===== src/rtl/rom_burst_reader.sv =====
// rom_burst_reader: sequential read front-end for the 16x16 one-hot lookup ROM.
// It walks the ROM address bus one word per cycle from StartAddr for Len+1 words.
// Each word is captured into an output register and streamed downstream over a
// valid/ready handshake that supports backpressure.
// Optional feature macro: ROM_BURST_ONEHOT_CHECK_EN. When it is defined, every
// captured word is encoded to the index of its highest set bit and checked for
// one-hotness; the error flag is sticky.
module rom_burst_reader #(
  parameter int AW = 4,
  parameter int DW = 16
) (
  input  logic          clk,
  input  logic          rst,
  input  logic          Start,
  input  logic [AW-1:0] StartAddr,
  input  logic [AW-1:0] Len,
  output logic [AW-1:0] Addr,
  input  logic [DW-1:0] RomData,
  output logic [DW-1:0] OutData,
  output logic [AW-1:0] OutAddr,
  output logic          OutValid,
  input  logic          OutReady,
  output logic          OutLast,
  output logic [AW-1:0] OutIndex,
  output logic          OneHotErr,
  output logic          Busy,
  output logic          Done
);

  typedef enum logic [1:0] {
    IDLE   = 2'd0,
    RUN    = 2'd1,
    FINISH = 2'd2
  } state_t;

  state_t        state_q, state_d;
  logic [AW-1:0] addr_q, addr_d;
  logic [AW-1:0] remaining_q, remaining_d;
  logic [DW-1:0] out_data_q, out_data_d;
  logic [AW-1:0] out_addr_q, out_addr_d;
  logic          out_valid_q, out_valid_d;
  logic          out_last_q, out_last_d;
  logic          busy_q, busy_d;
  logic          done_q, done_d;
  logic          slot_free;

  // The output register can take a new word when it is empty or its word is
  // leaving on this edge.
  assign slot_free = !out_valid_q || OutReady;

`ifdef ROM_BURST_ONEHOT_CHECK_EN
  localparam int PW = $clog2(DW + 1);

  logic [AW-1:0] out_index_q, out_index_d;
  logic          one_hot_err_q, one_hot_err_d;
  logic [AW-1:0] hi_index;
  logic [PW-1:0] pop_count;

  // Priority encoder (highest set bit wins) and popcount of the ROM word.
  always_comb begin
    hi_index  = '0;
    pop_count = '0;
    for (int i = 0; i < DW; i++) begin
      if (RomData[i]) begin
        hi_index = AW'(i);
      end
      pop_count = pop_count + PW'(RomData[i]);
    end
  end
`endif

  // Next-state logic for the burst FSM and every registered output.
  always_comb begin
    state_d     = state_q;
    addr_d      = addr_q;
    remaining_d = remaining_q;
    out_data_d  = out_data_q;
    out_addr_d  = out_addr_q;
    out_valid_d = out_valid_q;
    out_last_d  = out_last_q;
    done_d      = 1'b0;
`ifdef ROM_BURST_ONEHOT_CHECK_EN
    out_index_d   = out_index_q;
    one_hot_err_d = one_hot_err_q;
`endif

    case (state_q)
      IDLE: begin
        if (Start) begin
          addr_d      = StartAddr;
          remaining_d = Len;
          state_d     = RUN;
`ifdef ROM_BURST_ONEHOT_CHECK_EN
          one_hot_err_d = 1'b0;
`endif
        end
      end

      RUN: begin
        if (slot_free) begin
          out_data_d  = RomData;
          out_addr_d  = addr_q;
          out_valid_d = 1'b1;
          out_last_d  = (remaining_q == '0);
`ifdef ROM_BURST_ONEHOT_CHECK_EN
          out_index_d   = hi_index;
          one_hot_err_d = one_hot_err_q || (pop_count != PW'(1));
`endif
          if (remaining_q == '0) begin
            state_d = FINISH;
          end else begin
            addr_d      = addr_q + AW'(1);
            remaining_d = remaining_q - AW'(1);
          end
        end
      end

      FINISH: begin
        if (out_valid_q && OutReady) begin
          out_valid_d = 1'b0;
          out_last_d  = 1'b0;
          done_d      = 1'b1;
          state_d     = IDLE;
        end
      end

      default: begin
        state_d = IDLE;
      end
    endcase

    busy_d = (state_d != IDLE);
  end

  // State and output registers; reset discards any in-flight word.
  always_ff @(posedge clk or posedge rst) begin
    if (rst) begin
      state_q     <= IDLE;
      addr_q      <= '0;
      remaining_q <= '0;
      out_data_q  <= '0;
      out_addr_q  <= '0;
      out_valid_q <= 1'b0;
      out_last_q  <= 1'b0;
      busy_q      <= 1'b0;
      done_q      <= 1'b0;
`ifdef ROM_BURST_ONEHOT_CHECK_EN
      out_index_q   <= '0;
      one_hot_err_q <= 1'b0;
`endif
    end else begin
      state_q     <= state_d;
      addr_q      <= addr_d;
      remaining_q <= remaining_d;
      out_data_q  <= out_data_d;
      out_addr_q  <= out_addr_d;
      out_valid_q <= out_valid_d;
      out_last_q  <= out_last_d;
      busy_q      <= busy_d;
      done_q      <= done_d;
`ifdef ROM_BURST_ONEHOT_CHECK_EN
      out_index_q   <= out_index_d;
      one_hot_err_q <= one_hot_err_d;
`endif
    end
  end

  assign Addr     = addr_q;
  assign OutData  = out_data_q;
  assign OutAddr  = out_addr_q;
  assign OutValid = out_valid_q;
  assign OutLast  = out_last_q;
  assign Busy     = busy_q;
  assign Done     = done_q;

`ifdef ROM_BURST_ONEHOT_CHECK_EN
  assign OutIndex  = out_index_q;
  assign OneHotErr = one_hot_err_q;
`else
  assign OutIndex  = '0;
  assign OneHotErr = 1'b0;
`endif

endmodule


===== config.mk =====
export PLATFORM = sky130hd
export DESIGN_NAME = rom_burst_reader
export DESIGN_NICKNAME = d
export VERILOG_FILES = /design/src/rtl/rom_burst_reader.sv
export SDC_FILE = /design/constraint.sdc
export NUM_CORES = 1
export LEC_CHECK = 0
export CAP_MARGIN = 25
export CELL_PAD_IN_SITES_DETAIL_PLACEMENT = 1
export CELL_PAD_IN_SITES_GLOBAL_PLACEMENT = 2
export CORE_UTILIZATION = 25
export CTS_CLUSTER_SIZE = 14
export DETAILED_ROUTE_END_ITERATION = 8
export GPL_ROUTABILITY_DRIVEN = 0
export PLACE_DENSITY = 0.83
export SLEW_MARGIN = 20
export SYNTH_ARGS = -nofsm -noshare
export SYNTH_HDL_FRONTEND = slang
export SYNTH_SLANG_ARGS = --single-unit

===== constraint.sdc =====
create_clock -name clk -period 4.19 [get_ports clk]
set_clock_uncertainty 0.1 [all_clocks]
set_input_delay 0.419 -clock clk [delete_from_list [all_inputs] [get_ports clk]]
set_output_delay 0.419 -clock clk [all_outputs]
set_load 0.05 [all_outputs]

==> impl_metrics.env, run 1 <==
export IMPL_status="finished, final reports clean"
export IMPL_drt_wl_total_mm=3.37
export IMPL_r2r_slack_ps=2000
export IMPL_min_from="OutAddr[2]"
export IMPL_synth_edf_count=0
export IMPL_synth_largest_area_cell="dfrtp_1"
export IMPL_die_w_um=79.5
export IMPL_met3WireLength_um=316
export IMPL_rr_endpoint="OutData[13]"
export IMPL_fin_crit_ps=2190
export IMPL_synthCells=128
export IMPL_grt_max_degree=35
export IMPL_drive_above_1_share=0.160
export IMPL_post_route_drc_count=0
export IMPL_slew_violations=0
export IMPL_max_cap_violations=0
export IMPL_pwr_density_cell_nw_per_um2=808
export IMPL_hold_depth=1
export IMPL_viasPerCell=4.47
export IMPL_track_usage=0.119
export IMPL_end_kind="register"
export IMPL_die_h_um=79.5
export IMPL_cts_buffers=5
export IMPL_io_pins=61
export IMPL_clk_pin_slew_ps=70
export IMPL_initial_core_util=0.266
export IMPL_maxSlewHeadroom=0.420
export IMPL_vdd_drop_max_mv=0.349
export IMPL_h_tree_depth=2
export IMPL_p_leak_nw=0.931
export IMPL_yosys_area_share_xor_xnor=0
export IMPL_yosys_area_share_adder=0.0167
export IMPL_cts_resized=0
export IMPL_fmax_ghz=0.457
export IMPL_synthFlopType="dfrtp_1"
export IMPL_synth_area_um2=1500
export IMPL_cp_arrival_ps=2260
export IMPL_grt_pass1_vias=1216
export IMPL_die_area_um2=6330
export IMPL_cts_path_max_buffers=2
export IMPL_cp_start_kind="register"
export IMPL_drt_pre_antenna_iters=3
export IMPL_wl_met1_mm=1.52
export IMPL_postSynthAreaPerCell_um2=11.7
export IMPL_synth_compound_area_frac=0.0999
export IMPL_stdcell_count=259
export IMPL_dp_cells=251
export IMPL_whs_ps=408
export IMPL_vias=1159
export IMPL_critPathRequiredTime_ps=4260
export IMPL_top_layer="met4"
export IMPL_port_buffers=55
export IMPL_path_class="register to register"
export IMPL_root_buffer="clkbuf_8"
export IMPL_hold_violations=0
export IMPL_synth_most_common_cell="dfrtp_1"
export IMPL_ys_seq_area_frac=0.566
export IMPL_synth_top_family_by_area="multiplexers"
export IMPL_detail_route_antenna_nets=0
export IMPL_antenna_found_initial=0
export IMPL_n_antenna_cell=0
export IMPL_synth_simple_area_share=0.0983
export IMPL_ys_types=25
export IMPL_grt_pass1_wl_mm=5.81
export IMPL_netlist_area_leader_share=0.566
export IMPL_worstReg2RegStart="state_q[1]"
export IMPL_dp_hpwl_mm=2.49
export IMPL_synth_top_cells_by_area="dfrtp_1, mux2_2, nand2_1"
export IMPL_hp_class="register to register"
export IMPL_synth_mux_area_frac=0.157
export IMPL_period_share=0.522
export IMPL_drt_initial_drc_count=23
export IMPL_finalSetupTns_ps=0
export IMPL_cts_sinks=34
export IMPL_synth_common_cells="dfrtp_1, mux2_2, nand2_1"
export IMPL_synth_async_reset_ratio=1.00
export IMPL_path_max_fanout=18
export IMPL_gr_total_overflow=0
export IMPL_final_core_utilization=0.388
export IMPL_postCtsHoldBufs=0
export IMPL_hold_path_endpoint="OutAddr[2]"
export IMPL_met2_length_mm=1.51
export IMPL_core_um2=5640
export IMPL_cts_tree="done"
export IMPL_routedWlPerCell_um=13.0
export IMPL_ys_warn_count=0
export IMPL_nNetsFinal=216
export IMPL_postCtsSetupRepairBufs=0
export IMPL_area_growth_pct=45.7
export IMPL_ys_seq_elements=34
export IMPL_r2r_cells=3
export IMPL_worst_pin_slew_ps=869
export IMPL_rsz0062_at_grt="no"
export IMPL_fp_row_count=27
export IMPL_clock_latency_ps=290
export IMPL_setup_viol=0
## per-stage QoR
step | total power, mW | cell area [um2] | worst slack [ps]
final | 1.77 | 2190 | 2000
after global routing | 1.89 | 2190 | 1820
after CTS | 1.80 | 2190 | 1930
after detailed placement | 1.53 | 2090 | 1800
after global placement | 1.52 | 2090 | 1840
after floorplan | 1.24 | 1520 | 2320
## registers in the layout, indices dropped and copies added, names as in the netlist
signal and count:
OutValid 1, Busy 1, Done 1, state_q 2, Addr 4, OutLast 1
OutData 16, remaining_q 4, OutAddr 4
## how the worst max path moves through the flow
stage / from / endpoint / slack, ps / cells after the start
floorplan: OutValid / OutData[0] / 2320 / 4
finish: state_q[1] / OutData[13] / 2000 / 3
global route: state_q[1] / OutData[13] / 1820 / 3
global placement: OutReady / OutData[14] / 1840 / 4
detailed placement: OutReady / OutData[13] / 1800 / 4
CTS: state_q[1] / OutData[13] / 1930 / 3
## placed cells by master (no fill, tap or decap), types with 2 or more instances in the layout
master            n
o21ai_1           2
nor2_1            6
nand3_1           2
mux2_2           20
o22a_1            5
nor3b_1           3
inv_1             5
o21ai_0           7
nor2b_1           3
dfrtp_1          34
ha_1              2
nand2_1          15
clkbuf_8          6
conb_1            5
clkdlybuf4s50_1  55
a21oi_1           6
## layer usage
layer  vias to the layer above  global-route usage
li1                        549                   -
met1                       563               0.156
met2                        43               0.182
met3                         4              0.0491
met4                         0              0.0273
met5                         -                   0
## worst max-delay path, cell delays in order (launching register included)
cell and delay (ps):
dfrtp_1 400, nand2b_1 370, nor2_2 780, mux2_2 420
## cell families (layout without fill, tap and decap cells)
family                     Yosys count  after routing
DFF                                 34             34
and+or+nand+nor                     32             32
AOI/OAI and AO/OA                   24             24
muxes                               21             21
buffers and inverters               14             69
adders and majority gates            2              2
other                                1              5
## final cells by class
| cell class | instances | area [um2] |
|---|---|---|
| Sequential cell | 34 | 851 |
| Inverter | 5 | 18.8 |
| Clock inverter | 2 | 12.5 |
| Timing Repair Buffer | 56 | 558 |
| Multi-Input combinational cell | 84 | 577 |
| Fill cell | 619 | 3450 |
| Clock buffer | 6 | 82.6 |
| Tap cell | 72 | 90.1 |
## where the power goes
| group | switching (mW) | internal, mW | leakage, nW |
|---|---|---|---|
| Sequential | 0.0884 | 0.456 | 0.396 |
| Clock | 0.123 | 0.132 | 0.0472 |
| Combinational | 0.601 | 0.368 | 0.488 |
| Total | 0.813 | 0.956 | 0.931 |
Note: power is estimated with default switching activity, not from simulation.
==> run 2, diff against run 1 <==
CORE_UTILIZATION = 23   (was 25)
PLACE_DENSITY = 0.81   (was 0.83)
clock period = 2 ns   (was 4.19 ns; I/O delays follow)
==> run 2 against run 1 <==
Against the previous run: wire length is 6.6% higher; sequential cell count stayed put; first-iteration DRC count is 130% higher; critical path type is now register to output pin; sequential share of layout area is 0.85 points lower.
==> impl_metrics.env, run 2 (synthesis gave the netlist of run 1 again) <==
export IMPL_max_cap_violations=0
export IMPL_path_buf_inv=1
export IMPL_pwr_density_cell_nw_per_um2=1680
export IMPL_slew_violations=0
export IMPL_hold_violations=0
export IMPL_drt_pre_antenna_iters=6
export IMPL_p_leak_nw=0.962
export IMPL_h_tree_depth=2
export IMPL_combPwrFrac=0.566
export IMPL_routedWlPerCell_um=13.4
export IMPL_clock_latency_ps=280
export IMPL_io_pins=61
export IMPL_path_max_fanout=6
export IMPL_track_usage=0.112
export IMPL_fp_row_count=29
export IMPL_period_share=0.934
export IMPL_rsz0062_at_grt="no"
export IMPL_crit_chain="clkdlybuf4s50_1"
export IMPL_grt_pass1_vias=1304
export IMPL_post_route_drc_count=0
export IMPL_cp_start_kind="register"
export IMPL_cp_slowest_cell="clkdlybuf4s50_1"
export IMPL_nNetsFinal=222
export IMPL_largest_reg_flops=16
export IMPL_cts_tree="done"
export IMPL_finalSetupTns_ps=0
export IMPL_fin_crit_ps=1870
export IMPL_cts_sinks=34
export IMPL_root_buffer="clkbuf_8"
export IMPL_fill_cells=733
export IMPL_dp_cells=262
export IMPL_gr_total_overflow=0
export IMPL_vdd_drop_max_mv=0.764
export IMPL_stdcell_count=269
export IMPL_end_kind="output pin"
export IMPL_setup_viol=0
export IMPL_pwr_share_clk=0.128
export IMPL_cts_path_max_buffers=2
export IMPL_die_w_um=82.8
export IMPL_status="finished, final reports clean"
export IMPL_final_cell_mix="clkdlybuf4s50_1, dfrtp_1, mux2_2"
export IMPL_path_class="register to output pin"
export IMPL_clk_pin_slew_ps=70
export IMPL_hp_class="input port to async pin"
export IMPL_mostFrequentLayoutCell="clkdlybuf4s50_1"
export IMPL_die_area_um2=6860
export IMPL_crit_path_max_incr_delay_ps=840
export IMPL_crit_family="buffers and inverters"
export IMPL_drive_above_1_share=0.188
export IMPL_switchingPower_mw=1.73
export IMPL_grt_max_degree=19
export IMPL_worst_pin_slew_ps=518
export IMPL_initial_core_util=0.238
export IMPL_dp_hpwl_mm=2.65
export IMPL_viasPerCell=4.38
export IMPL_cts_buffers=5
export IMPL_port_buffers=55
export IMPL_detail_route_antenna_nets=0
export IMPL_area_growth_pct=49.0
export IMPL_r2r_slack_ps=200
export IMPL_core_um2=6310
export IMPL_drt_initial_drc_count=53
export IMPL_n_antenna_cell=0
export IMPL_maxSlewHeadroom=0.653
export IMPL_p_sw_frac=0.460
export IMPL_die_h_um=82.8
export IMPL_grt_pass1_wl_mm=6.18
export IMPL_critPathRequiredTime_ps=1700
export IMPL_drt_wl_total_mm=3.60
export IMPL_cp_arrival_ps=1570
export IMPL_seqPwrFrac=0.306
export IMPL_antenna_found_initial=0
export IMPL_total_power_mw=3.75
export IMPL_final_core_utilization=0.355
export IMPL_internal_power_mw=2.02
export IMPL_fmax_ghz=0.536
export IMPL_vias=1178
[run 2: worst paths after layout]
| path | end | depth (start not counted) | start |
|---|---|---|---|
| max | Addr[0] | 1 | Addr[0] |
| min | OutData[9] | 2 | rst |
| max reg2reg | remaining_q[3] | 6 | remaining_q[0] |
| min reg2reg | OutData[15] | 1 | OutData[15] |
| max in group asynchronous | OutLast | 3 | rst |
| min in group clk | OutData[15] | 1 | OutData[15] |
[run 2: final cells by class]
cell class,instances,area (um2),share of cell area
inverter,5,18.8,0.00838
multi-input combinational,84,578,0.258
tap,77,96.3,0.0430
sequential,34,851,0.380
clock buffer,5,68.8,0.0307
clock inverter,2,10.0,0.00447
timing repair buffer,62,616,0.275
[run 2: power groups by stage]
stage,Sequential (mW),Clock (mW),Combinational [mW]
final,1.15,0.480,2.12
after global routing,1.20,0.535,2.25
after CTS,1.15,0.509,2.15
after detailed placement,1.16,0,2.14
after global placement,1.15,0,2.12
after floorplan,1.87,0,0.732
[run 2: per-layer routing]
metal	up-vias	wire, um	GRT usage
met2	46	1630	0.178
met5	-	0	0
met1	567	1640	0.139
met4	0	40	0.0329
li1	559	-	-
met3	6	285	0.0447
[run 2: through the flow]
| stage | instance area, um2 | hold slack (ps) | worst slack [ps] |
|---|---|---|---|
| final | 2240 | 81.0 | 133 |
| after detailed placement | 2160 | 398 | 83.5 |
| after CTS | 2240 | 87.9 | 79.1 |
| after global routing | 2240 | 125 | 65.4 |
| after global placement | 2160 | 389 | 137 |
| after floorplan | 1520 | 242 | 134 |
[run 2: repair_timing]
item | 4_1_cts | 5_1_grt
resized for setup | 0 | 1
setup endpoints to repair | 0 | 4
buffers inserted | 0 | 0
hold buffers | 0 | 0
